## config.mk

```make
export PLATFORM = sky130hd
export DESIGN_NAME = video_timing_gen_flat
export DESIGN_NICKNAME = d
export VERILOG_FILES = /design/src/rtl/video_timing_gen_if.sv /design/src/rtl/video_timing_gen.sv /design/src/flat_wrapper.sv
export SDC_FILE = /design/constraint.sdc
export NUM_CORES = 1
export LEC_CHECK = 0
export CAP_MARGIN = 30
export CORE_MARGIN = 2
export CORE_UTILIZATION = 50
export CTS_BUF_LIST = sky130_fd_sc_hd__clkbuf_16
export DETAILED_ROUTE_END_ITERATION = 16
export HOLD_SLACK_MARGIN = 0.1
export PLACE_DENSITY = 0.78
export REMOVE_ABC_BUFFERS = 1
export SETUP_SLACK_MARGIN = 0.5
export SLEW_MARGIN = 20
export SYNTH_ARGS = -nofsm -noshare
export SYNTH_HDL_FRONTEND = slang
export SYNTH_SLANG_ARGS = --single-unit
```

## constraint.sdc

```tcl
create_clock -name clk -period 4.5 [get_ports clk]
set_input_delay 0.9 -clock clk [delete_from_list [all_inputs] [get_ports clk]]
set_output_delay 0.9 -clock clk [all_outputs]
set_load 0.1 [all_outputs]
```

## src/rtl/video_timing_gen_if.sv

```systemverilog
// Timing bus between the video timing generator and its display / frame-buffer consumers.
interface video_timing_gen_if #(
    parameter int unsigned COL_W  = 10,
    parameter int unsigned ROW_W  = 10,
    parameter int unsigned ADDR_W = 20
) ();
    logic              enable;
    logic              restart;
    logic              pixel_clk;
    logic              pixel_tick;
    logic [COL_W-1:0]  col;
    logic [ROW_W-1:0]  row;
    logic [ADDR_W-1:0] addr;
    logic              active;
    logic              hsync;
    logic              vsync;
    logic              line_start;
    logic              frame_start;

    modport master (
        input  enable, restart,
        output pixel_clk, pixel_tick, col, row, addr, active,
               hsync, vsync, line_start, frame_start
    );

    modport slave (
        output enable, restart,
        input  pixel_clk, pixel_tick, col, row, addr, active,
               hsync, vsync, line_start, frame_start
    );
endinterface

```

## src/rtl/video_timing_gen.sv

```systemverilog
// Parametrised raster timing generator: pixel divider, col/row sweep, sync/active decode
// and linear frame-buffer read address with line/frame start strobes.
module video_timing_gen #(
    parameter int unsigned CLK_DIV  = 6,
    parameter int unsigned H_ACTIVE = 640,
    parameter int unsigned H_FP     = 16,
    parameter int unsigned H_SYNC   = 96,
    parameter int unsigned H_BP     = 48,
    parameter int unsigned V_ACTIVE = 480,
    parameter int unsigned V_FP     = 10,
    parameter int unsigned V_SYNC   = 2,
    parameter int unsigned V_BP     = 33,
    parameter int unsigned HS_POL   = 0,
    parameter int unsigned VS_POL   = 0,
    parameter int unsigned COL_W    = 10,
    parameter int unsigned ROW_W    = 10,
    parameter int unsigned ADDR_W   = 20
) (
    input logic              clk,
    input logic              n_rst,
    video_timing_gen_if.master vt
);
    localparam int unsigned H_TOTAL   = H_ACTIVE + H_FP + H_SYNC + H_BP;
    localparam int unsigned V_TOTAL   = V_ACTIVE + V_FP + V_SYNC + V_BP;
    localparam int unsigned H_SYNC_LO = H_ACTIVE + H_FP;
    localparam int unsigned H_SYNC_HI = H_SYNC_LO + H_SYNC;
    localparam int unsigned V_SYNC_LO = V_ACTIVE + V_FP;
    localparam int unsigned V_SYNC_HI = V_SYNC_LO + V_SYNC;
    localparam int unsigned DIV_W     = $clog2(CLK_DIV);
    localparam logic        HS_ON     = 1'(HS_POL);
    localparam logic        VS_ON     = 1'(VS_POL);

    logic [DIV_W-1:0]  div_q, div_d;
    logic              pclk_q, pclk_d;
    logic              tick_q, tick_d;
    logic [COL_W-1:0]  col_q, col_d;
    logic [ROW_W-1:0]  row_q, row_d;
    logic [ADDR_W-1:0] addr_q, addr_d;
    logic              active_q, active_d;
    logic              hsync_q, hsync_d;
    logic              vsync_q, vsync_d;
    logic              ls_q, ls_d;
    logic              fs_q, fs_d;
    logic              advance, col_wrap, row_wrap;

    // Next-state: restart beats enable; decode uses the new position so flags track col/row.
    always_comb begin
        div_d    = div_q;
        pclk_d   = pclk_q;
        tick_d   = 1'b0;
        col_d    = col_q;
        row_d    = row_q;
        addr_d   = addr_q;
        active_d = active_q;
        hsync_d  = hsync_q;
        vsync_d  = vsync_q;
        ls_d     = 1'b0;
        fs_d     = 1'b0;
        advance  = 1'b0;
        col_wrap = 1'b0;
        row_wrap = 1'b0;

        if (vt.restart) begin
            div_d    = '0;
            pclk_d   = 1'b1;
            col_d    = '0;
            row_d    = '0;
            addr_d   = '0;
            active_d = 1'b1;
            hsync_d  = ~HS_ON;
            vsync_d  = ~VS_ON;
            ls_d     = 1'b1;
            fs_d     = 1'b1;
        end else if (vt.enable) begin
            advance = (div_q == DIV_W'(CLK_DIV - 1));
            div_d   = advance ? '0 : div_q + DIV_W'(1);
            pclk_d  = (div_d < DIV_W'(CLK_DIV / 2));
            if (advance) begin
                col_wrap = (col_q == COL_W'(H_TOTAL - 1));
                row_wrap = (row_q == ROW_W'(V_TOTAL - 1));
                tick_d   = 1'b1;
                col_d    = col_wrap ? '0 : col_q + COL_W'(1);
                if (col_wrap) begin
                    row_d = row_wrap ? '0 : row_q + ROW_W'(1);
                end
                // Frame wrap wins over the active-pixel increment.
                if (col_wrap && row_wrap) begin
                    addr_d = '0;
                end else if (active_q) begin
                    addr_d = addr_q + ADDR_W'(1);
                end
                active_d = (col_d < COL_W'(H_ACTIVE)) && (row_d < ROW_W'(V_ACTIVE));
                hsync_d  = ((col_d >= COL_W'(H_SYNC_LO)) && (col_d < COL_W'(H_SYNC_HI)))
                           ? HS_ON : ~HS_ON;
                vsync_d  = ((row_d >= ROW_W'(V_SYNC_LO)) && (row_d < ROW_W'(V_SYNC_HI)))
                           ? VS_ON : ~VS_ON;
                ls_d     = col_wrap;
                fs_d     = col_wrap && row_wrap;
            end
        end
    end

    always_ff @(posedge clk or negedge n_rst) begin
        if (!n_rst) begin
            div_q    <= '0;
            pclk_q   <= 1'b1;
            tick_q   <= 1'b0;
            col_q    <= '0;
            row_q    <= '0;
            addr_q   <= '0;
            active_q <= 1'b1;
            hsync_q  <= ~HS_ON;
            vsync_q  <= ~VS_ON;
            ls_q     <= 1'b0;
            fs_q     <= 1'b0;
        end else begin
            div_q    <= div_d;
            pclk_q   <= pclk_d;
            tick_q   <= tick_d;
            col_q    <= col_d;
            row_q    <= row_d;
            addr_q   <= addr_d;
            active_q <= active_d;
            hsync_q  <= hsync_d;
            vsync_q  <= vsync_d;
            ls_q     <= ls_d;
            fs_q     <= fs_d;
        end
    end

    assign vt.pixel_clk   = pclk_q;
    assign vt.pixel_tick  = tick_q;
    assign vt.col         = col_q;
    assign vt.row         = row_q;
    assign vt.addr        = addr_q;
    assign vt.active      = active_q;
    assign vt.hsync       = hsync_q;
    assign vt.vsync       = vsync_q;
    assign vt.line_start  = ls_q;
    assign vt.frame_start = fs_q;
endmodule

```

## src/flat_wrapper.sv

```systemverilog
// flat-port wrapper written by rule: the top's interface ports become plain ports
module video_timing_gen_flat 
#(
    parameter int unsigned CLK_DIV  = 6,
    parameter int unsigned H_ACTIVE = 640,
    parameter int unsigned H_FP     = 16,
    parameter int unsigned H_SYNC   = 96,
    parameter int unsigned H_BP     = 48,
    parameter int unsigned V_ACTIVE = 480,
    parameter int unsigned V_FP     = 10,
    parameter int unsigned V_SYNC   = 2,
    parameter int unsigned V_BP     = 33,
    parameter int unsigned HS_POL   = 0,
    parameter int unsigned VS_POL   = 0,
    parameter int unsigned COL_W    = 10,
    parameter int unsigned ROW_W    = 10,
    parameter int unsigned ADDR_W   = 20
)
  (clk, n_rst, vt_enable, vt_restart, vt_pixel_clk, vt_pixel_tick, vt_col, vt_row, vt_addr, vt_active, vt_hsync, vt_vsync, vt_line_start, vt_frame_start);
  video_timing_gen_if #(.COL_W(COL_W), .ROW_W(ROW_W), .ADDR_W(ADDR_W)) vt_i ();
  input logic clk;
  input logic n_rst;
  input wire logic [$bits(vt_i.enable)-1:0] vt_enable;
  input wire logic [$bits(vt_i.restart)-1:0] vt_restart;
  output wire logic [$bits(vt_i.pixel_clk)-1:0] vt_pixel_clk;
  output wire logic [$bits(vt_i.pixel_tick)-1:0] vt_pixel_tick;
  output wire logic [$bits(vt_i.col)-1:0] vt_col;
  output wire logic [$bits(vt_i.row)-1:0] vt_row;
  output wire logic [$bits(vt_i.addr)-1:0] vt_addr;
  output wire logic [$bits(vt_i.active)-1:0] vt_active;
  output wire logic [$bits(vt_i.hsync)-1:0] vt_hsync;
  output wire logic [$bits(vt_i.vsync)-1:0] vt_vsync;
  output wire logic [$bits(vt_i.line_start)-1:0] vt_line_start;
  output wire logic [$bits(vt_i.frame_start)-1:0] vt_frame_start;
  assign vt_i.enable = vt_enable;
  assign vt_i.restart = vt_restart;
  assign vt_pixel_clk = vt_i.pixel_clk;
  assign vt_pixel_tick = vt_i.pixel_tick;
  assign vt_col = vt_i.col;
  assign vt_row = vt_i.row;
  assign vt_addr = vt_i.addr;
  assign vt_active = vt_i.active;
  assign vt_hsync = vt_i.hsync;
  assign vt_vsync = vt_i.vsync;
  assign vt_line_start = vt_i.line_start;
  assign vt_frame_start = vt_i.frame_start;
  video_timing_gen #(.CLK_DIV(CLK_DIV), .H_ACTIVE(H_ACTIVE), .H_FP(H_FP), .H_SYNC(H_SYNC), .H_BP(H_BP), .V_ACTIVE(V_ACTIVE), .V_FP(V_FP), .V_SYNC(V_SYNC), .V_BP(V_BP), .HS_POL(HS_POL), .VS_POL(VS_POL), .COL_W(COL_W), .ROW_W(ROW_W), .ADDR_W(ADDR_W)) u_core (.clk(clk), .n_rst(n_rst), .vt(vt_i));
endmodule
```

* Yosys cells after proc, flatten, opt, wreduce, memory -nomap -nowiden *
Cells that the tools add are included.

cells by class
  equal/unequal tests = 3
  reductions and logical operators = 9
  $lt $le $gt $ge = 7
  mux-type cells = 42
  add/subtract/negate cells = 4

operator list
  cell                                                                count
  2-to-1 mux 10 bit                                                   12
  2-to-1 mux 20 bit                                                   5
  2-to-1 mux 1 bit                                                    22
  adder 10 x 1 -> 10 bit, second input constant                       2
  adder 20 x 1 -> 20 bit, second input constant                       1
  equality test 10 bit, second input constant                         2
  < comparator 10 bit, second input constant                          2
  < comparator 10 x 9 -> 1 bit, second input constant                 2
  greater-or-equal comparator 10 bit, second input constant           1
  greater-or-equal comparator 10 x 9 -> 1 bit, second input constant  1
  2-to-1 mux 3 bit                                                    3
  logical AND 1 bit                                                   4
  nonzero test 2 bit                                                  2
  adder 3 x 1 -> 3 bit, second input constant                         1
  equality test 3 bit, second input constant                          1
  < comparator 3 x 2 -> 1 bit, second input constant                  1
  AND reduction 3 bit                                                 1
  nonzero test 3 bit                                                  1
  AND reduction 2 bit                                                 1

word-level totals
  register bits = 50
  output and inout bits = 47
  input bits = 4
  logic and storage cells = 76

* Depth between registers and ports, before layout *
Gate-level depths: netlist (run 1).

  depth after elaboration = 12
  mapped depth = 10
  depth with buffers taken out = 8

* Worst setup path after synthesis (run 1) *
No wires, ideal clock.

  path kind = reg-to-reg
  start = register u_core.col_q[1] (netlist: u_core.vt.col[1])
  end = register u_core.row_q[9] (netlist: u_core.vt.row[9])
  period minus slack after synthesis = 3.016 ns
  stages on the path, launching flop included = 9
  path buffers = 1
  data required time = 4.336 ns
  data arrival time = 2.852 ns
  path slack = 1.484 ns
  setup time = 0.164 ns
  cells stage by stage = dfrtp_1 > ha_1 > nand4_2 > or4_1 > buf_2 > o21ai_1 > nor2_1 > o21ai_0 > o31ai_1

between the ends
  word-level cells in the longest chain between the ends = 8

ends and longest elaborated chain
  what                      RTL line                 text
  start: declaration        video_timing_gen.sv:36   logic [COL_W-1:0] col_q, col_d;
  start signal: assignment  video_timing_gen.sv:120  col_q <= col_d;
  equality test 10 bit      video_timing_gen.sv:79   col_wrap = (col_q == COL_W'(H_TOTAL - 1));
  2-to-1 mux 10 bit         video_timing_gen.sv:83   if (col_wrap) begin
  2-to-1 mux 10 bit         video_timing_gen.sv:78   if (advance) begin
  2-to-1 mux 10 bit         video_timing_gen.sv:74   end else if (vt.enable) begin
  2-to-1 mux 10 bit         video_timing_gen.sv:63   if (vt.restart) begin
  2-to-1 mux 10 bit         video_timing_gen.sv:78
  2-to-1 mux 10 bit         video_timing_gen.sv:74
  2-to-1 mux 10 bit         video_timing_gen.sv:63
  end signal: assignment    video_timing_gen.sv:121  row_q <= row_d;
  end: declaration          video_timing_gen.sv:37   logic [ROW_W-1:0] row_q, row_d;

No other way between the ends. The select of a mux whose other input is x is not followed.
A chain may end at the register's enable or synchronous reset.

* Final worst setup path (run 1) *
  start = register u_core.col_q[5] (netlist: u_core.vt.col[5])
  end = output port vt_col[5]

RTL lines
  what              RTL line            text
  end: declaration  flat_wrapper.sv:27  output wire logic [$bits(vt_i.col)-1:0] vt_col;

No word-level cell between the ends.

==> flow_summary.ini, run 1 <==
[synth]
synth.distinct_cells = 51
ys_top_cells_by_area = dfrtp_1 39%, nor2_1 5.2%, o21ai_0 4.7%
syn_avg_cell_area_um2 = 8.64
synth_area_mm2 = 0.00297
synth_ff_type = dfrtp_1
synth_top_cell_by_area = dfrtp_1
synth_top_cell_area_share = 0.387
syn_inst = 344
yosysWarnings = 0
synth-seq-cells = 50
synth_edf_count = 0
async_reset_ff_frac = 1.00
seq_area_frac_synth = 0.423

[global_routing]
grt_first_pass_wirelength_mm = 12.3
grt.overflow.total = 0
antenna_found_initial = 0
grt_pass1_vias = 2548
grtUsageTotal = 0.239
grt_max_degree = 27

[floorplan]
start_util = 0.511
die_area_mm2 = 0.00658
placementRows = 28
fp.dieH_um = 81.1
coreArea_mm2 = 0.00582
io_pins = 51
die_width_um = 81.1

[route]
antenna_left = 0
first_pass_iters = 4
routed_via_density = 5.99
routedWlPerCell_um = 15.6
drc_errors = 0
num_vias = 2779
drt_iter0_drc = 231
drt-total-wl_mm = 7.23

[setup_path]
crit_slowest_cell = clkdlybuf4s50_1
path_cells = clkdlybuf4s50_1
critPathMaxFanout = 15
r2r_setup_slack_ps = 1680
r2r-start = u_core.vt.col[0]$_DFFE_PN0P_
cp_slowest_stage_delay_ps = 1250
startpoint = u_core.vt.col[5]$_DFFE_PN0P_
path_delay_family = buffers and inverters
crit_arrival_ps = 2230
cp-start-kind = flip-flop
reg2reg_to = u_core.vt.row[6]$_DFFE_PN0P_
crit_buf_inv = 1
cp.required_ps = 3600
endpoint = vt_col[5]
critPathKind = flip-flop to output port
rr_worst_depth = 7
worst_setup_path_end_kind = output port
cp.depth = 1

[timing]
whs_ps = 527
period_share = 0.696
slew_violations = 0
rsz0062_at_grt = false
layout_min_cycle_time_ps = 3130
max_freq_mhz = 319
tns_ps = 0
setup_viol = 0
tightest_slew_ps = 1000
fin_skew_ps = 7.64
relSlewSlack = 0.331
final_hold_viol_count = 0

[pwr]
p_sw_uw = 205
clkPwrFrac = 0.492
leakage_uw = 0.00144
p_sw_frac = 0.207
pwr-share-comb = 0.048
ir_drop_uv = 257
power_density_mw_per_mm2 = 265
pwr-share-seq = 0.460
intPower_uw = 785

[clock_tree]
worstSkewPairLatency_ps = 290
cts_setup_buffers = 0
clk_pin_slew_ps = 70
cts_hold_buf = 0
cts_root_buf = clkbuf_16
post_cts_resized = 0
cts.sinks = 50
cts_tree = yes
htree_levels = 2
ctsLongestPathBuffers = 2
numCtsBuffers = 5

[cells_and_area]
area_growth_syn_to_layout_pct = 25.9
final_cells = 464
fillCellCount = 506
drive_above_1_share = 0.0668
nNetsFinal = 396
n_antenna_cell = 0

[placement]
dp_cells = 456
dp.final_hpwl_mm = 5.09
portBuffers = 50
gp_congestion = 0.823

[run]
drv_cap = 0

[run_status]
status = finished, final reports clean

[hold_path]
hold_class = flip-flop to flip-flop
-- cells by family after synthesis --
| kind of cell | after synthesis | share of synthesized area |
|---|---|---|
| mux | 5 | 0.0173 |
| flops | 50 | 0.423 |
| buf+inv | 28 | 0.0371 |
| xor+xnor | 18 | 0.0531 |
| fa+ha+maj | 4 | 0.0168 |
| simple gates | 161 | 0.294 |
| compound gates | 78 | 0.159 |
-- stage by stage --
step	total power, uW	area [um2]	util	worst slack [ps]
global placement	509	3530	0.606	1400
finish	990	3740	0.643	1370
CTS	995	3740	0.643	1390
detailed placement	512	3550	0.610	1360
global route	1010	3740	0.643	1330
floorplan	486	2890	-	1140
-- placed cells by master (no fill, tap or decap), types with 8 or more instances in the layout --
cell | netlist | routed
dfrtp_1 | 46 | 46
nor4_1 | 8 | 8
clkdlybuf4s50_1 | 0 | 49
inv_1 | 8 | 8
a21oi_1 | 18 | 18
o21ai_0 | 28 | 28
nand2_1 | 31 | 31
nand3_1 | 15 | 15
xnor2_1 | 15 | 15
nor2_1 | 41 | 41
nor3_1 | 11 | 11
a31oi_1 | 8 | 8
nand4_1 | 11 | 11
-- registers in the layout, indices dropped and copies added, names as in the netlist --
name / count
u_core.vt.addr: 20
u_core.vt.col: 10
u_core.vt.row: 10
u_core.div_q: 3
u_core.vt.active: 1
u_core.vt.frame_start: 1
u_core.vt.hsync: 1
u_core.vt.line_start: 1
u_core.vt.pixel_clk: 1
u_core.vt.pixel_tick: 1
u_core.vt.vsync: 1
-- metal layers --
metal	GRT usage	vias up	share of wire
li1	-	1348	-
met1	0.342	1333	0.46
met2	0.373	87	0.48
met3	0.0322	11	0.039
met4	0.0797	0	0.015
met5	0	-	0
-- worst min-delay path by stage --
| stage | start | end | slack (ps) | cells after the start |
|---|---|---|---|---|
| 3_5_place_dp | u_core.vt.addr[15]$_DFFE_PN0P_ | u_core.vt.addr[15]$_DFFE_PN0P_ | 500 | 1 |
| 5_1_grt | u_core.vt.addr[8]$_DFFE_PN0P_ | u_core.vt.addr[8]$_DFFE_PN0P_ | 550 | 1 |
| 6_report | u_core.vt.addr[6]$_DFFE_PN0P_ | u_core.vt.addr[6]$_DFFE_PN0P_ | 530 | 1 |
| 3_3_place_gp | u_core.vt.addr[15]$_DFFE_PN0P_ | u_core.vt.addr[15]$_DFFE_PN0P_ | 510 | 1 |
| 4_1_cts | u_core.vt.addr[15]$_DFFE_PN0P_ | u_core.vt.addr[15]$_DFFE_PN0P_ | 520 | 1 |
| 2_1_floorplan | u_core.div_q[1]$_DFFE_PN0P_ | u_core.div_q[1]$_DFFE_PN0P_ | 540 | 2 |
-- layout make-up --
cell class	instances	area (um2)	share of cell area
Multi-Input combinational cell	266	1610	0.429
Tap cell	75	93.8	0.0251
Sequential cell	50	1260	0.336
Timing Repair Buffer	57	561	0.150
Inverter	8	30.0	0.00803
Clock buffer	5	125	0.0335
Clock inverter	3	68.8	0.0184
-- power groups by stage --
| stage | sequential (uW) | combinational (uW) | clock (uW) |
|---|---|---|---|
| after CTS | 455 | 48.8 | 491 |
| after floorplan | 473 | 12.5 | 0 |
| after global placement | 463 | 45.5 | 0 |
| after global routing | 455 | 53.3 | 506 |
| final | 455 | 47.7 | 487 |
| after detailed placement | 464 | 48.6 | 0 |
-- Yosys cell counts, types with 2 or more instances --
master    instances
and2_1            3
nand4b_1          5
nor2b_1           3
or4_1             3
a21o_1            2
inv_1             8
and3_1            6
o21ai_1           3
clkbuf_1         16
nand4_1          11
dfrtp_1          46
o21ai_0          28
a211oi_1          2
nor4b_1           2
a21oi_1          18
nand2_1          31
o31ai_1           5
xnor2_1          15
xor2_1            3
a32o_1            2
ha_1              4
dfstp_2           4
nor4_1            8
and4_1            5
mux2i_1           4
nor2_1           41
or3_1             2
nand3_1          15
nor3_1           11
nand2b_1          2
nor3b_1           3
a31oi_1           8
buf_2             4
nand3b_1          4
Note: power is estimated with default switching activity, not from simulation.
==> run 2: changes to the inputs <==
- clock period: 4.5 -> 2.9 ns (I/O delays scaled with it)
==> run 2 against run 1 <==
Combinational power up 63%. Total power up 44%. Clock-buffer cell count unchanged. Via count up 4.3%. Hold slack worse by 250 ps. Core utilization down 0.24 points. Clock skew down 4.6 ps. Sequential share of layout area up 0.19 points. Largest cell class unchanged. Largest power group is now registers.
==> flow_summary.ini, run 2 (synthesized netlist as in run 1, its figures left out) <==
[cells_and_area]
final_cell_mix = 62 x buf_4, 44 x dfrtp_1, 41 x nor2_1
final_cells = 473
nNetsFinal = 405
drive_above_1_share = 0.226
area_growth_syn_to_layout_pct = 25.4
largest_reg_flops = 20
n_antenna_cell = 0
layout_commonest_cell = buf_4
fillCellCount = 503

[pwr]
ir_drop_uv = 256
power_density_mw_per_mm2 = 384
leakage_uw = 0.00157

[setup_path]
cp_slowest_stage_delay_ps = 480
critPathKind = flip-flop to flip-flop
r2r-start = u_core.vt.col[0]$_DFFE_PN0P_
endpoint = u_core.vt.addr[9]$_DFFE_PN0P_
critPathMaxFanout = 9
startpoint = u_core.vt.col[0]$_DFFE_PN0P_
cp-start-kind = flip-flop
crit_slowest_cell = or4b_1
cp.required_ps = 3130
cp.depth = 8
r2r_setup_slack_ps = 620
worst_setup_path_end_kind = flip-flop
path_cells = ha_1 -> nand4_4 -> nor4_4 -> buf_4 -> a211oi_4 -> or2_1 -> or4b_1 -> nand2_1
reg2reg_to = u_core.vt.addr[9]$_DFFE_PN0P_
path_delay_family = simple AND/OR/NAND/NOR gates
crit_arrival_ps = 2510
rr_worst_depth = 8
crit_buf_inv = 1

[run]
drv_cap = 0

[floorplan]
io_pins = 51
die_area_mm2 = 0.00658
placementRows = 28
coreArea_mm2 = 0.00582
die_width_um = 81.1
start_util = 0.511
fp.dieH_um = 81.1

[placement]
portBuffers = 50
gp_congestion = 0.878
dp.final_hpwl_mm = 5.21
dp_cells = 464

[route]
wl_met3_um = 495
topRoutingLayerUsed = met4
first_pass_iters = 4
routed_via_density = 6.13
m1WireLength_mm = 3.29
num_vias = 2898
drc_errors = 0
drt-total-wl_mm = 7.65
routed-wl-met2_mm = 3.68
drt_iter0_drc = 153
antenna_left = 0
routedWlPerCell_um = 16.2

[timing]
rsz0062_at_grt = false
layout_min_cycle_time_ps = 2280
tns_ps = 0
period_share = 0.788
setup_viol = 0
slew_violations = 0
final_hold_viol_count = 0
tightest_slew_ps = 556
whs_ps = 272
relSlewSlack = 0.626
fin_skew_ps = 2.99
max_freq_mhz = 438

[global_routing]
antenna_found_initial = 0
grt_first_pass_wirelength_mm = 12.5
grt_max_degree = 28
grtUsageTotal = 0.244
grt.overflow.total = 0
grt_pass1_vias = 2608

[clock_tree]
ctsLongestPathBuffers = 2
cts.sinks = 50
clk_pin_slew_ps = 60
cts_tree = yes
htree_levels = 2
cts_root_buf = clkbuf_16
cts_hold_buf = 0
numCtsBuffers = 5
worstSkewPairLatency_ps = 290

[hold_path]
hold_class = input pin to asynchronous set/reset pin

[run_status]
status = finished, final reports clean
[run 2: cell types whose count changed in the layout (fill, tap and decap cells not counted), moves of 2 or more]
cell	before	now
buf_4	6	62
clkdlybuf4s50_1	49	2
dfrtp_1	46	44
dfrtp_2	0	2
inv_1	8	10
nor3b_1	3	1
nor3b_2	0	2
o21ai_1	3	1
o21ai_4	0	2
[run 2: metal layers]
metal / GRT usage / vias up
met5: 0 / -
met4: 0.114 / 0
met3: 0.0344 / 14
met2: 0.370 / 119
met1: 0.346 / 1398
li1: - / 1367
[run 2: stage by stage]
step / instance area [um2] / utilization / total power [uW] / setup slack, ps
2_1_floorplan: 2890 / - / 754 / -458
3_3_place_gp: 3480 / 0.598 / 794 / 288
3_5_place_dp: 3480 / 0.598 / 795 / 217
4_1_cts: 3650 / 0.628 / 1440 / 502
5_1_grt: 3730 / 0.641 / 1470 / 507
6_report: 3730 / 0.641 / 1430 / 616
[run 2: report_power, final]
part,internal (uW),total (uW),switching [uW]
Combinational,20.9,77.6,56.6
Sequential,703,707,4.13
Clock,401,645,244
Total,1120,1430,305
[run 2: layout make-up]
type,instances,area (um2),area share
multi-input cells,266,1680,0.451
well taps,75,93.8,0.0252
clock inverters,3,37.5,0.0101
repair buffers,66,502,0.135
flip-flops and latches,50,1260,0.338
clock buffers,5,125,0.0336
inverters,8,30.0,0.00806
[run 2: worst min-delay path by stage]
| stage | start | endpoint | slack [ps] | cells after the start |
|---|---|---|---|---|
| 6_report | n_rst | u_core.div_q[0]$_DFFE_PN0P_ | 270 | 1 |
| 5_1_grt | n_rst | u_core.div_q[0]$_DFFE_PN0P_ | 330 | 1 |
| 4_1_cts | n_rst | u_core.div_q[2]$_DFFE_PN0P_ | 300 | 1 |
| 3_5_place_dp | u_core.vt.addr[6]$_DFFE_PN0P_ | u_core.vt.addr[6]$_DFFE_PN0P_ | 510 | 1 |
| 3_3_place_gp | u_core.vt.addr[6]$_DFFE_PN0P_ | u_core.vt.addr[6]$_DFFE_PN0P_ | 500 | 1 |
| 2_1_floorplan | n_rst | u_core.div_q[0]$_DFFE_PN0P_ | 280 | 0 |
[run 2: repair_timing]
action | CTS | global route
gates resized for setup | 5 | 11
buffers inserted | 0 | 1
pin swaps | 0 | 3
endpoints found under the setup margin | 25 | 27
==> run 3: changes to the inputs <==
- clock period: 2.9 -> 2.28 ns (I/O delays scaled with it)
==> run 3 against run 2 <==
Global-route usage up 3.1 points. Die area unchanged. Sequential power is 27% higher. Sequential share of layout area is 5.1 points lower. Cell count rose by 9.7%. First-iteration DRC count increased by 74%. Register-to-register slack lost 440 ps. Core utilization up 11 points. Flip-flop and latch count unchanged. Routed wire length grew 25%. Cell area grew 18%.
==> flow_summary.ini, run 3 (synthesized netlist as in run 1, its figures left out) <==
[cells_and_area]
n_antenna_cell = 0
final_cell_mix = 95 x buf_4, 46 x dfrtp_1, 38 x nor2_1
area_growth_syn_to_layout_pct = 47.6
largest_reg_flops = 20
nNetsFinal = 451
drive_above_1_share = 0.376
final_core_util = 0.754
layout_commonest_cell = buf_4

[timing]
fin_skew_ps = 4.66
rsz0062_at_grt = true
setup_viol = 0
tns_ps = 0
final_hold_viol_count = 0
layout_min_cycle_time_ps = 2100
slew_violations = 0
max_freq_mhz = 475
setup_ws_ps = 176
relSlewSlack = 0.562
period_share = 0.923
tightest_slew_ps = 657

[placement]
dp.final_hpwl_mm = 5.47
portBuffers = 50
gp_congestion = 0.926
pre_cts_slack_ps = -64.9

[pwr]
power_density_mw_per_mm2 = 431
ir_drop_uv = 387
pwr-share-seq = 0.475
intPower_uw = 1450
pwr-share-comb = 0.062
leakage_uw = 0.00186
clkPwrFrac = 0.464
p_sw_uw = 438
p_sw_frac = 0.231

[route]
routed_via_density = 6.26
num_vias = 3247
drt-total-wl_mm = 9.55
drc_errors = 0
first_pass_iters = 5
antenna_left = 0
drt_iter0_drc = 266
routedWlPerCell_um = 18.4

[floorplan]
start_util = 0.511
placementRows = 28
fp.dieH_um = 81.1
coreArea_mm2 = 0.00582
die_width_um = 81.1
die_area_mm2 = 0.00658
io_pins = 51

[clock_tree]
htree_levels = 2
cts_root_buf = clkbuf_16
numCtsBuffers = 5
cts.sinks = 50
clk_pin_slew_ps = 70
cts_tree = yes
ctsLongestPathBuffers = 2
worstSkewPairLatency_ps = 290

[global_routing]
grt_pass1_vias = 2933
antenna_found_initial = 0
grt.overflow.total = 0
grtUsageTotal = 0.276
grt_first_pass_wirelength_mm = 14.3
grt_max_degree = 51

[hold_path]
hold_class = input pin to asynchronous set/reset pin

[setup_path]
worst_setup_path_end_kind = flip-flop
reg2reg_to = u_core.vt.addr[9]$_DFFE_PN0P_
rr_worst_depth = 6
cp.required_ps = 2510
critPathKind = flip-flop to flip-flop
r2r_setup_slack_ps = 180
crit_arrival_ps = 2330
r2r-start = u_core.vt.row[9]$_DFFE_PN0P_
critPathMaxFanout = 7
cp-start-kind = flip-flop

[run_status]
status = finished, final reports clean

[run]
drv_cap = 0
[run 3: per-layer routing]
metal / wire length (um) / global-route usage / vias up
li1: - / - / 1453
met1: 3880 / 0.375 / 1593
met2: 4780 / 0.459 / 175
met3: 639 / 0.0400 / 26
met4: 246 / 0.0797 / 0
met5: 0 / 0 / -
[run 3: critical path, cell delays in order (launching register included)]
cell,delay (ps)
dfrtp_1,510
nor4b_4,340
and3b_2,270
a211oi_2,110
or2_1,250
or4b_1,470
nand2_1,90
[run 3: how the worst max path moves through the flow]
| stage | startpoint | to | slack, ps | cells past startpoint |
|---|---|---|---|---|
| after detailed placement | vt_enable | u_core.vt.addr[16]$_DFFE_PN0P_ | -60 | 8 |
| final | u_core.vt.row[9]$_DFFE_PN0P_ | u_core.vt.addr[9]$_DFFE_PN0P_ | 180 | 6 |
| after CTS | u_core.vt.col[1]$_DFFE_PN0P_ | u_core.vt.addr[13]$_DFFE_PN0P_ | 250 | 8 |
| after floorplan | u_core.vt.col[1]$_DFFE_PN0P_ | u_core.vt.addr[9]$_DFFE_PN0P_ | -1080 | 7 |
| after global routing | u_core.vt.col[1]$_DFFE_PN0P_ | u_core.vt.row[4]$_DFFE_PN0P_ | 100 | 9 |
| after global placement | vt_enable | u_core.vt.addr[16]$_DFFE_PN0P_ | -5 | 8 |
[run 3: final cells by class]
type	instances	area (um2)
clock inverter	3	48.8
inverter	8	30.0
fill	388	1430
timing repair buffer	112	905
multi-input combinational	266	1930
tap	75	93.8
sequential	50	1260
clock buffer	5	125
[run 3: per-stage QoR]
| stage | total power (uW) | instance area (um2) | std cells | hold slack, ps |
|---|---|---|---|---|
| finish | 1890 | 4390 | 519 | 275 |
| global route | 1940 | 4390 | 519 | 346 |
| CTS | 1890 | 4130 | 509 | 298 |
| detailed placement | 1020 | 3710 | 493 | 503 |
| global placement | 1020 | 3710 | 493 | 506 |
| floorplan | 959 | 2890 | 324 | 160 |
[run 3: power groups by stage]
stage / logic [uW] / clock network, uW / registers (uW)
4_1_cts: 109 / 884 / 898
3_3_place_gp: 103 / 0 / 914
5_1_grt: 126 / 915 / 899
6_report: 117 / 877 / 898
2_1_floorplan: 24.7 / 0 / 934
3_5_place_dp: 105 / 0 / 915
[run 3: timing repair]
item,4_1_cts,5_1_grt
setup endpoints to repair,35,39
resized for setup,39,49
hold buffers,0,0
gates cloned,1,1
pin swaps,11,22
setup buffers,7,9
==> variant 1: new RTL, flow settings as in run 2 <==
`VS_POL` is set to 0 in 2 places; all go to 1.
--- a/src/rtl/video_timing_gen.sv
+++ b/src/rtl/video_timing_gen.sv
@@ -11,7 +11,7 @@
     parameter int unsigned V_SYNC   = 2,
     parameter int unsigned V_BP     = 33,
     parameter int unsigned HS_POL   = 0,
-    parameter int unsigned VS_POL   = 0,
+    parameter int unsigned VS_POL   = 1,
     parameter int unsigned COL_W    = 10,
     parameter int unsigned ROW_W    = 10,
     parameter int unsigned ADDR_W   = 20
--- a/src/flat_wrapper.sv
+++ b/src/flat_wrapper.sv
@@ -11,7 +11,7 @@
     parameter int unsigned V_SYNC   = 2,
     parameter int unsigned V_BP     = 33,
     parameter int unsigned HS_POL   = 0,
-    parameter int unsigned VS_POL   = 0,
+    parameter int unsigned VS_POL   = 1,
     parameter int unsigned COL_W    = 10,
     parameter int unsigned ROW_W    = 10,
     parameter int unsigned ADDR_W   = 20
Formal check against the unedited RTL: not equivalent (Yosys sat finds a counterexample within 4 cycles, from zero or initial values and one cycle with n_rst low).
==> variant 1 against run 2 <==
- clock power decreased by 6.0%
- sequential share of layout area about the same
- cell area decreased by 0.40%
- worst setup slack improved by 0.023 ns
- power decreased by 2.0%
- cell count decreased by 0.21%
- sequential cell count unchanged
- area after synthesis increased by 3.6%
- routed wire length increased by 2.2%
- critical path type unchanged
- largest cell class unchanged
- highest routed layer unchanged
==> variant 1: results (changes against run 2) <==
* Status: completed (unchanged)
* Synth top area cells: dfrtp_1, nor2_1, a21oi_1 (was dfrtp_1, nor2_1, o21ai_0)
* Worst Path Max Fanout at 8 (was 9)
* TritonRoute pass-1 iters at 7 (was 4)
* # port buffers at 50 (unchanged)
* Fillers at 519 (was 503)
* Final wirelength at 7.82 mm (was 7.65 mm)
* Seq Cell Count at 50 (unchanged)
* Post-synth top cells: dfrtp_1, nor2_1, nand2_1 (unchanged)
* Post-synthesis xor/xnor area fraction at 0.0484 (was 0.0531)
* Post-DP HPWL at 5.40 mm (was 5.21 mm)
* Metal3 WL at 450 um (was 495 um)
* Cell variety after synth at 64 (was 51)
* Synth warnings at 0 (unchanged)
* Inverter count at 11 (was 8)
* First-pass GRT wire length at 12.6 mm (was 12.5 mm)
* DP Worst Slack at 0.438 ns (was 0.217 ns)
* CTS Buf Count at 5 (unchanged)
* Post-synthesis compound-gate area fraction at 0.174 (was 0.159)
* Critical path arrival at 2.48 ns (was 2.51 ns)
* Post-synth ARST share at 1.00 (unchanged)
* Worst vdd ir at 0.000221 V (was 0.000256 V)
* CP max stage delay at 0.53 ns (was 0.48 ns)
* Seq/Total Area, Yosys at 0.408 (was 0.423)
* Largest net degree at the start of global routing at 24 (was 28)
* CTS max path bufs at 2 (unchanged)
* Vias in the first global route at 2557 (was 2608)
* Reg2Reg Depth at 7 (was 8)
* Clock-pin slew on the worst setup and hold paths at 0.08 ns (was 0.06 ns)
* Final non-clock buffer share at 0.124 (was 0.135)
* Clk tree area frac at 0.0408 (was 0.0437)
* M1 WL at 3.50 mm (was 3.29 mm)
* Worst Tran Pin Value at 0.565 ns (was 0.556 ns)
* Top routing layer used: met4 (unchanged)
* Ys flop type: dfrtp_1 (unchanged)
* Vias at 2912 (was 2898)
* Max reg flops at 20 (unchanged)
* Met3 Use GR at 0.0500 (was 0.0344)
* DR iter-0 viols at 266 (was 153)
* Fin nets at 404 (was 405)
* Met2 usage at 0.378 (was 0.370)
* All-Layer GR Usage at 0.245 (was 0.244)
* Leak Pwr at 0.00147 uW (was 0.00157 uW)
* Met2 WL at 3.71 mm (was 3.68 mm)
* Post-synthesis mux area share at 0.0163 (was 0.0173)
* Multi-input combinational area share at 0.461 (was 0.451)
* Worst clock skew at 0.0106 ns (was 0.00299 ns)
* Placer congestion estimate at 0.945 (was 0.878)
* Share of post-route cells with drive strength above 1 at 0.222 (was 0.226)
* Slowest cell on crit path: dfrtp_1 (was or4b_1)
* Sequential cell area at 1250 um2 (was 1260 um2)
* Top delay family on crit path: simple AND/OR/NAND/NOR gates (unchanged)
* Multi-input gates at 267 (was 266)
* Synth Area in Adders at 0.0163 (was 0.0168)
* Routing usage on met1 at 0.336 (was 0.346)
* Non-clock buffer count at 61 (was 66)
variant 1: cell types whose count changed in the layout (fill, tap and decap cells not counted), sizes merged, moves of 3 or more:
cell    delta
inv        +3
nor4       -3
nand4b     -3
a21oi      +8
buf        -5
a31oi      -4
nand3      +3
o21ai      -6
and3       -5
or3        +9
nor4b      -3
variant 1: repair_timing:
| action | in CTS | in global routing |
|---|---|---|
| gates resized for setup | 0 | 1 |
| buffers inserted | 0 | 0 |
| endpoints found under the setup margin | 0 | 1 |
| endpoints found under the hold margin | 0 | 0 |
| hold buffers | 0 | 0 |
variant 1: metrics by stage:
| stage | instance area, um2 | hold WS [ns] | utilization | std cells |
|---|---|---|---|---|
| after floorplan | 3000 | 0.284 | - | 328 |
| after global placement | 3550 | 0.504 | 0.600 | 464 |
| after detailed placement | 3550 | 0.505 | 0.600 | 464 |
| after CTS | 3700 | 0.184 | 0.626 | 472 |
| after global routing | 3710 | 0.184 | 0.627 | 472 |
| final | 3710 | 0.171 | 0.627 | 472 |
variant 1: power breakdown:
| part | total (uW) | switching, uW | internal, uW |
|---|---|---|---|
| registers | 710 | 6.17 | 703 |
| logic | 84.6 | 64.0 | 20.6 |
| clock network | 606 | 278 | 328 |
| total | 1400 | 348 | 1050 |
variant 1: path summary, 6_finish.rpt:
check	from	to	slack [ns]
hold / removal	n_rst	u_core.vt.frame_start	0.17
setup / recovery	u_core.vt.row[0]	u_core.vt.addr[11]	0.64
setup reg to reg	u_core.vt.row[0]	u_core.vt.addr[11]	0.64
min in group clk	u_core.vt.vsync	u_core.vt.vsync	0.54
max in group asynchronous	n_rst	u_core.vt.pixel_clk	2.09
hold reg to reg	u_core.vt.vsync	u_core.vt.vsync	0.54
==> variant 2: new RTL, config.mk and constraints of run 2 <==
Made on the original files. `addr_q` no longer has a reset.
--- a/src/rtl/video_timing_gen.sv
+++ b/src/rtl/video_timing_gen.sv
@@ -107,7 +107,6 @@
             tick_q   <= 1'b0;
             col_q    <= '0;
             row_q    <= '0;
-            addr_q   <= '0;
             active_q <= 1'b1;
             hsync_q  <= ~HS_ON;
             vsync_q  <= ~VS_ON;
@@ -119,13 +118,16 @@
             tick_q   <= tick_d;
             col_q    <= col_d;
             row_q    <= row_d;
-            addr_q   <= addr_d;
             active_q <= active_d;
             hsync_q  <= hsync_d;
             vsync_q  <= vsync_d;
             ls_q     <= ls_d;
             fs_q     <= fs_d;
         end
+    end
+
+    always_ff @(posedge clk) begin
+        addr_q <= addr_d;
     end
 
     assign vt.pixel_clk   = pclk_q;
Formal check against the unedited RTL: differs if n_rst is asserted again (counterexample within 10 cycles, from zero or initial values and one cycle with n_rst low); with n_rst held inactive, the same outputs for 10 cycles.
==> variant 2 against run 2 <==
- area after synthesis is 4.8% lower
- sequential cell count stayed put
- via count is 5.1% lower
- clock skew is 0.0053 ns higher
- power is 7.5% lower
- synthesized cell count is 2.0% lower
- cell area is 4.6% lower
- worst setup slack worse by 0.084 ns
- routed wire length is 8.3% lower
==> variant 2: results (changes against run 2) <==
* Syn Inst Count at 337 (was 344)
* Slew margin rel. at 0.538 (was 0.626)
* DR iter-0 viols at 314 (was 153)
* Synth top area cells: dfrtp_1, dfxtp_1, xnor2_1 (was dfrtp_1, nor2_1, o21ai_0)
* Cts repair resizes at 3 (was 5)
* DP Worst Slack at 0.322 ns (was 0.217 ns)
* Fin nets at 401 (was 405)
* Cells after DPL at 449 (was 464)
* Post-synth ARST share at 0.600 (was 1.00)
* Share of post-route cells with drive strength above 1 at 0.259 (was 0.226)
* Seq/Total Area, Yosys at 0.408 (was 0.423)
* Fillers at 475 (was 503)
* Post-synth top cells: nor2_1, dfrtp_1, nand2_1 (was dfrtp_1, nor2_1, nand2_1)
* Vias per cell at 5.90 (was 6.13)
* Slowest cell on crit path: or4_4 (was or4b_1)
* Post-synthesis mux area share at 0.00354 (was 0.0173)
* Pint at 1030 uW (was 1120 uW)
* All-Layer GR Usage at 0.223 (was 0.244)
* M1 WL at 3.18 mm (was 3.29 mm)
* First-pass GRT wire length at 11.4 mm (was 12.5 mm)
* Met2 WL at 3.40 mm (was 3.68 mm)
* TritonRoute pass-1 iters at 5 (was 4)
* WL/cell at 15.1 um (was 16.2 um)
* Met3 Use GR at 0.0364 (was 0.0344)
* Min Hold Slack at 0.524 ns (was 0.272 ns)
* Clock group at 556 uW (was 645 uW)
* Status: completed (unchanged)
* Post-synthesis xor/xnor area fraction at 0.0836 (was 0.0531)
* Hold Path Class: flop to flop (was primary input to async pin)
* Placed instance area at 3290 um2 (was 3480 um2)
* Setup Buffers After CTS at 5 (was 0)
* Worst clock skew at 0.00831 ns (was 0.00299 ns)
* Post-synthesis compound-gate area fraction at 0.132 (was 0.159)
* Vias in the first global route at 2551 (was 2608)
* Sequential Power Share at 0.532 (was 0.495)
* Leak Pwr at 0.00136 uW (was 0.00157 uW)
* Final Cycle Share at 0.817 (was 0.788)
* Metal3 WL at 368 um (was 495 um)
* Synth Area in Adders at 0.0177 (was 0.0168)
* Placer congestion estimate at 0.858 (was 0.878)
* Final wirelength at 7.02 mm (was 7.65 mm)
* Worst vdd ir at 0.000229 V (was 0.000256 V)
* Worst Path Max Fanout at 6 (was 9)
* Met2 usage at 0.369 (was 0.370)
* Critical path arrival at 2.56 ns (was 2.51 ns)
* Post-DP HPWL at 4.70 mm (was 5.21 mm)
* Pwr Total at 1320 uW (was 1430 uW)
* Routing usage on met1 at 0.298 (was 0.346)
* Reg2reg setup slack at 0.53 ns (was 0.62 ns)
==> variant 2: layout make-up <==
| type | instances | area [um2] | share of cell area |
|---|---|---|---|
| clock inverter | 3 | 12.5 | 0.00352 |
| multi-input combinational | 255 | 1580 | 0.443 |
| timing repair buffer | 72 | 556 | 0.156 |
| tap | 72 | 90.1 | 0.0254 |
| sequential | 50 | 1160 | 0.327 |
| clock buffer | 5 | 125 | 0.0352 |
| inverter | 9 | 33.8 | 0.00951 |
==> variant 2: worst paths after layout <==
check	from	to	depth (start not counted)
max reg2reg	u_core.vt.col[5]	u_core.vt.active	6
min reg2reg	u_core.vt.addr[19]	u_core.vt.addr[19]	2
min	u_core.vt.addr[19]	u_core.vt.addr[19]	2
max	u_core.vt.col[5]	u_core.vt.active	6
min in group asynchronous	n_rst	u_core.div_q[0]	2
max in group asynchronous	n_rst	u_core.vt.vsync	2
